==> src/rtl/sequenciador_instrucao_pkg.sv <==
// Shared constants for the multicycle sequencer: opcode map used by the control
// unit and the sequencer state encoding.
package sequenciador_instrucao_pkg;

    localparam logic [4:0] OP_NOP = 5'b00000;
    localparam logic [4:0] OP_HLT = 5'b00001;
    localparam logic [4:0] OP_IN  = 5'b00010;
    localparam logic [4:0] OP_OUT = 5'b00011;
    localparam logic [4:0] OP_ADD = 5'b00100;
    localparam logic [4:0] OP_SUB = 5'b00101;
    localparam logic [4:0] OP_LD  = 5'b00110;
    localparam logic [4:0] OP_ST  = 5'b00111;
    localparam logic [4:0] OP_JMP = 5'b01000;
    localparam logic [4:0] OP_JZ  = 5'b01001;
    localparam logic [4:0] OP_JN  = 5'b01010;

    typedef enum logic [2:0] {
        INICIO         = 3'd0,
        BUSCA          = 3'd1,
        CARREGA_IR     = 3'd2,
        EXECUTA        = 3'd3,
        ESPERA_ENTRADA = 3'd4,
        ESCRITA        = 3'd5,
        PARADO         = 3'd6
    } estado_t;

    function automatic logic eh_entrada(input logic [4:0] op);
        return (op == OP_IN);
    endfunction

endpackage

==> src/rtl/sequenciador_instrucao.sv <==
// Fetch/execute sequencer: owns pc and the retired-instruction counter, turns the
// control unit's requests into one-cycle commit pulses, waits on IN, parks on HLT.
module sequenciador_instrucao
    import sequenciador_instrucao_pkg::*;
#(
    parameter int PC_W  = 10,
    parameter int CNT_W = 32
) (
    input  logic             clock,
    input  logic             reset,
    input  logic [4:0]       opcode,
    input  logic             halt,
    input  logic             jump,
    input  logic [31:0]      jumpE,
    input  logic             escreveR,
    input  logic             escreveM,
    input  logic             escreverOut,
    input  logic             entrada_valida,
    output logic [PC_W-1:0]  pc,
    output logic             ir_load,
    output logic             wr_reg,
    output logic             wr_mem,
    output logic             wr_out,
    output logic             entrada_ack,
    output logic             esperando,
    output logic             parado,
    output logic [CNT_W-1:0] retiradas
);

    estado_t            estado_q, estado_d;
    logic [PC_W-1:0]    pc_q, pc_d;
    logic [CNT_W-1:0]   ret_q, ret_d;

    // Jump targets wider than the instruction memory are simply truncated.
    logic unused_jumpe_alto_s;
    assign unused_jumpe_alto_s = ^jumpE[31:PC_W];

    // State, pc and retired counter; reset aborts any instruction in flight.
    always_ff @(posedge clock) begin
        if (reset) begin
            estado_q <= INICIO;
            pc_q     <= '0;
            ret_q    <= '0;
        end else begin
            estado_q <= estado_d;
            pc_q     <= pc_d;
            ret_q    <= ret_d;
        end
    end

    // Next-state logic and Moore decodes; commit pulses only in ESCRITA.
    always_comb begin
        estado_d    = estado_q;
        pc_d        = pc_q;
        ret_d       = ret_q;
        ir_load     = 1'b0;
        wr_reg      = 1'b0;
        wr_mem      = 1'b0;
        wr_out      = 1'b0;
        entrada_ack = 1'b0;
        esperando   = 1'b0;
        parado      = 1'b0;
        case (estado_q)
            INICIO: begin
                estado_d = BUSCA;
            end
            BUSCA: begin
                estado_d = CARREGA_IR;
            end
            CARREGA_IR: begin
                ir_load  = 1'b1;
                estado_d = EXECUTA;
            end
            EXECUTA: begin
                // halt wins over every other request carried by the same opcode
                if (halt) begin
                    estado_d = PARADO;
                end else if (eh_entrada(opcode) && !entrada_valida) begin
                    estado_d = ESPERA_ENTRADA;
                end else begin
                    estado_d = ESCRITA;
                end
            end
            ESPERA_ENTRADA: begin
                esperando = 1'b1;
                if (entrada_valida) begin
                    estado_d = ESCRITA;
                end else begin
                    estado_d = ESPERA_ENTRADA;
                end
            end
            ESCRITA: begin
                wr_reg      = escreveR;
                wr_mem      = escreveM;
                wr_out      = escreverOut;
                entrada_ack = eh_entrada(opcode);
                if (jump) begin
                    pc_d = jumpE[PC_W-1:0];
                end else begin
                    pc_d = pc_q + PC_W'(1);
                end
                ret_d    = ret_q + CNT_W'(1);
                estado_d = BUSCA;
            end
            PARADO: begin
                parado   = 1'b1;
                estado_d = PARADO;
            end
            default: begin
                estado_d = INICIO;
            end
        endcase
    end

    assign pc        = pc_q;
    assign retiradas = ret_q;

endmodule

==> config.mk <==
export PLATFORM = sky130hd
export DESIGN_NAME = sequenciador_instrucao
export DESIGN_NICKNAME = d
export VERILOG_FILES = /design/src/rtl/sequenciador_instrucao_pkg.sv /design/src/rtl/sequenciador_instrucao.sv
export SDC_FILE = /design/constraint.sdc
export NUM_CORES = 1
export LEC_CHECK = 0
export CAP_MARGIN = 20
export CORE_ASPECT_RATIO = 0.9
export CORE_MARGIN = 5
export CORE_UTILIZATION = 43
export DETAILED_ROUTE_END_ITERATION = 7
export HOLD_SLACK_MARGIN = 0.12
export PLACE_DENSITY = 0.92
export SYNTH_ARGS = -nofsm -noshare
export SYNTH_HDL_FRONTEND = slang
export SYNTH_SLANG_ARGS = --single-unit
==> constraint.sdc <==
create_clock -name clock -period 2.84 [get_ports clock]
set_input_delay 0.426 -clock clock [delete_from_list [all_inputs] [get_ports clock]]
set_output_delay 0.426 -clock clock [all_outputs]
set_load 0.02 [all_outputs]
==> results.yml <==
cts:
  cts_setup_buffers: 0
  clock_tree.root_cell: "clkbuf_8"
  cts-htree-levels: 2
  cts-buffers-inserted: 5
  cts_max_path_buffers: 2
  resize_count_post_cts: 0
  ctsHoldBuffers: 0
  clock_sink_count: 45
  tritoncts_clock_tree: "built"
  clk_pin_slew_ns: 0.09
  insertion_delay_ns: 0.30
critical_path:
  crit_path_top_delay_cell: "or4b_2"
  startpoint_type: "input pin"
  cp_slowest_stage_delay_ns: 0.70
  regToRegStartpoint: "estado_q[0]$_SDFF_PP0_"
  flop2flop_setup_slack_ns: 0.39
  worstPathMaxFanout: 2
  timing.reg2reg.worst_path_depth: 4
  end_kind: "output port"
  required_ns: 2.41
  arrival_ns: 2.34
  endpoint_of_the_worst_register_to_register_path: "retiradas[19]$_SDFFE_PP0P_"
  critical_path.cell_chain: "clkdlybuf4s50_1 -> or4b_2 -> nor3_1 -> clkdlybuf4s50_1"
  critical_path_class: "input pin to output port"
  worst_path_most_repeated_cell: "clkdlybuf4s50_1"
routing:
  initial_drc_count: 93
  number_of_routed_nets_with_antenna_violations: 0
  drt-total-wl_mm: 6.205
  first_pass_iteration_count_of_the_detailed_router: 4
  drc_viols: 0
  route.detailed.vias_per_inst: 5.804
  via_count: 2403
  routedWlPerCell_um: 14.99
worst_hold_path:
  hold_depth: 2
  holdCritStartpoint: "retiradas[30]$_SDFFE_PP0P_"
  worst_hold_path_type: "register to register"
  whs_endpoint: "retiradas[30]$_SDFFE_PP0P_"
timing:
  worst_slew_margin_rel: 0.4224
  finalCritPeriodShare: 0.9750
  hold_slack_ns: 0.5028
  timing_max_transition_violations_final: 0
  max_slew.worst_pin.slew_ns: 0.8638
  rsz_0062_raised_after_global_routing: "false"
  clock.fmax_ghz: 0.3611
  setup_violations: 0
  period_needed_ns: 2.769
  timing.clock.skew_ns: 0.005386
  fin_tns_setup_ns: 0
  final_hold_violation_count: 0
final_layout:
  final_core_utilization: 0.6002
  share_of_final_layout_standard_cells_stronger_than_drive_strength_1: 0.05476
  fillers: 460
  antenna_cells: 0
  final_net_count: 393
  areaGrowthSynthToFinish_pct: 35.61
synthesis:
  ys_seq_elements: 45
  async_reset_ff_frac: 0
  largest_family_of_logic_cells_by_synthesized_area: "simple AND/OR/NAND/NOR gates"
  synth_area_per_cell_sq_um: 8.219
  synth_top_area_cell: "dfxtp_1"
  synth_simple_gate_area_share: 0.3023
  synth_compound_gate_area_share: 0.2076
  synth_sequential_area_ratio: 0.3873
  synth_top_flop_cell: "dfxtp_1"
  syn_area_sq_um: 2326
  synth-xor-area-share: 0.03012
  synth_cells: 283
  synth_adder_area_share: 0.01076
  synth_area_leaders: "dfxtp_1 39%, a21oi_1 6.7%, o31ai_1 5.8%, or4_1 5.5%, nand2_1 3.7%"
  mappedNetlistNets: 330
  share_of_synthesized_area_spent_on_multiplexers: 0.01829
  synth_edf_count: 0
  synth.distinct_cells: 45
  yosysWarnings: 0
  netlist.area_leader.share: 0.3873
global_routing:
  grt_remaining_overflow: 0
  gr_util_met2: 0.3005
  grtUsageMet1: 0.2178
  grt_first_pass_wirelength_mm: 10.30
  number_of_antenna_violations_at_the_first_check_in_global_routing: 0
  gr-max-usage-layer: "met2"
  grt_usage: 0.1813
  first_global_vias: 2271
  grt.met3_usage: 0.06811
  grt_max_degree: 28
floorplanning:
  dieHeight_um: 79.78
  core-area_sq_um: 5255
  die_width_um: 87.53
  num_io_pins: 94
  starting_density_of_the_core: 0.4426
  die-area_sq_um: 6982
  placement_rows: 25
power:
  power_leakage_nw: 1.014
  power.ir.vdd_worst_uv: 186.6
  power_per_cell_area_nw_per_um2: 362.8
placement:
  finalWeightedCongestion: 0.8094
  dpl.hpwl_mm: 4.378
  portBuffers: 71
flow_run:
  drv_cap: 0
outcome:
  run_status: "finished clean"
-- critical path, delay by kind of cell --
kind          cells  cell delay, ns
buf+inv           2            1.04
simple gates      2            0.87
-- Yosys cell counts (all sizes together) (2+ instances only) --
cell type and number:
and3b 2, o21ai 15, nand4 9, inv 5
or3 7, a31oi 4, and2 3, clkbuf 13
a21o 2, or4b 2, or4 18, o41ai 2
a21oi 31, a22oi 2, xor2 4, buf 6
o31ai 18, mux2 2, nand2 23, nand3 14
and3 4, nand3b 2, ha 2, nor2 20
xnor2 4, and4 5, nor3 4, mux2i 2
dfxtp 45, nor2b 3, nor4 2
-- cell usage in the layout (no fill, tap or decap), types with 5 or more instances in the layout --
cell type,netlist,routed
a21oi_1,31,31
and4_1,5,5
clkbuf_8,0,5
clkdlybuf4s50_1,0,71
dfxtp_1,45,45
inv_1,5,5
nand2_1,23,23
nand3_1,14,14
nand4_1,8,8
nor2_1,20,20
o21ai_0,15,15
o31ai_1,18,18
or3_1,7,7
or4_1,17,17
-- layout make-up --
class                           instances  area [sq um]  share of cell area
Clock inverter                          3         17.52            0.005553
Timing Repair Buffer                   75         740.7              0.2348
Clock buffer                            5         68.82             0.02182
Sequential cell                        45         900.9              0.2856
Multi-Input combinational cell        214          1324              0.4197
Inverter                                5         18.77            0.005950
Tap cell                               67         83.83             0.02658
-- routing by layer --
metal	vias to the layer above	wire length, um
li1	1183	-
met3	8	473
met4	0	59
met2	88	3090
met1	1124	2583
met5	-	0
-- sequential cells by signal, indices dropped and copies added (netlist names) --
signal,count
retiradas,32
estado_q,3
pc,10
-- through the flow --
stage | cells | total power (W) | worst slack [ns] | area (sq um)
2_1_floorplan | 283 | 0.0007114 | 0.6189 | 2326
3_3_place_gp | 406 | 0.0007591 | 0.1405 | 3068
3_5_place_dp | 406 | 0.0007627 | 0.05133 | 3068
4_1_cts | 414 | 0.001155 | 0.05053 | 3154
5_1_grt | 414 | 0.001198 | 0.006422 | 3154
6_report | 414 | 0.001145 | 0.07094 | 3154
-- report_power, final --
group / switching, W / total (W) / internal [W] / leakage [nW]
clock network: 0.000227 / 0.000397 / 0.000170 / 0.0439
logic: 0.0000445 / 0.0000994 / 0.0000548 / 0.607
registers: 0.0000118 / 0.000648 / 0.000637 / 0.363
total: 0.000283 / 0.00114 / 0.000862 / 1.01
-- worst max path at each step --
stage	from	to	slack (ns)	cells after the start
4_1_cts	opcode[3]	entrada_ack	0.05	4
2_1_floorplan	retiradas[0]$_SDFFE_PP0P_	retiradas[20]$_SDFFE_PP0P_	0.62	6
5_1_grt	opcode[3]	entrada_ack	0.006	4
3_5_place_dp	opcode[3]	entrada_ack	0.05	4
6_report	opcode[3]	entrada_ack	0.07	4
3_3_place_gp	opcode[3]	entrada_ack	0.14	4
-- cells by family after synthesis --
kind of cell               count (synthesis)
xor gates and xnor gates                   8
DFF                                       45
buffers and inverters                     24
muxes                                      4
and+or+nand+nor                          121
adders and majority gates                  2
AOI/OAI and AO/OA                         79
Note: power is estimated with default switching activity, not from simulation.
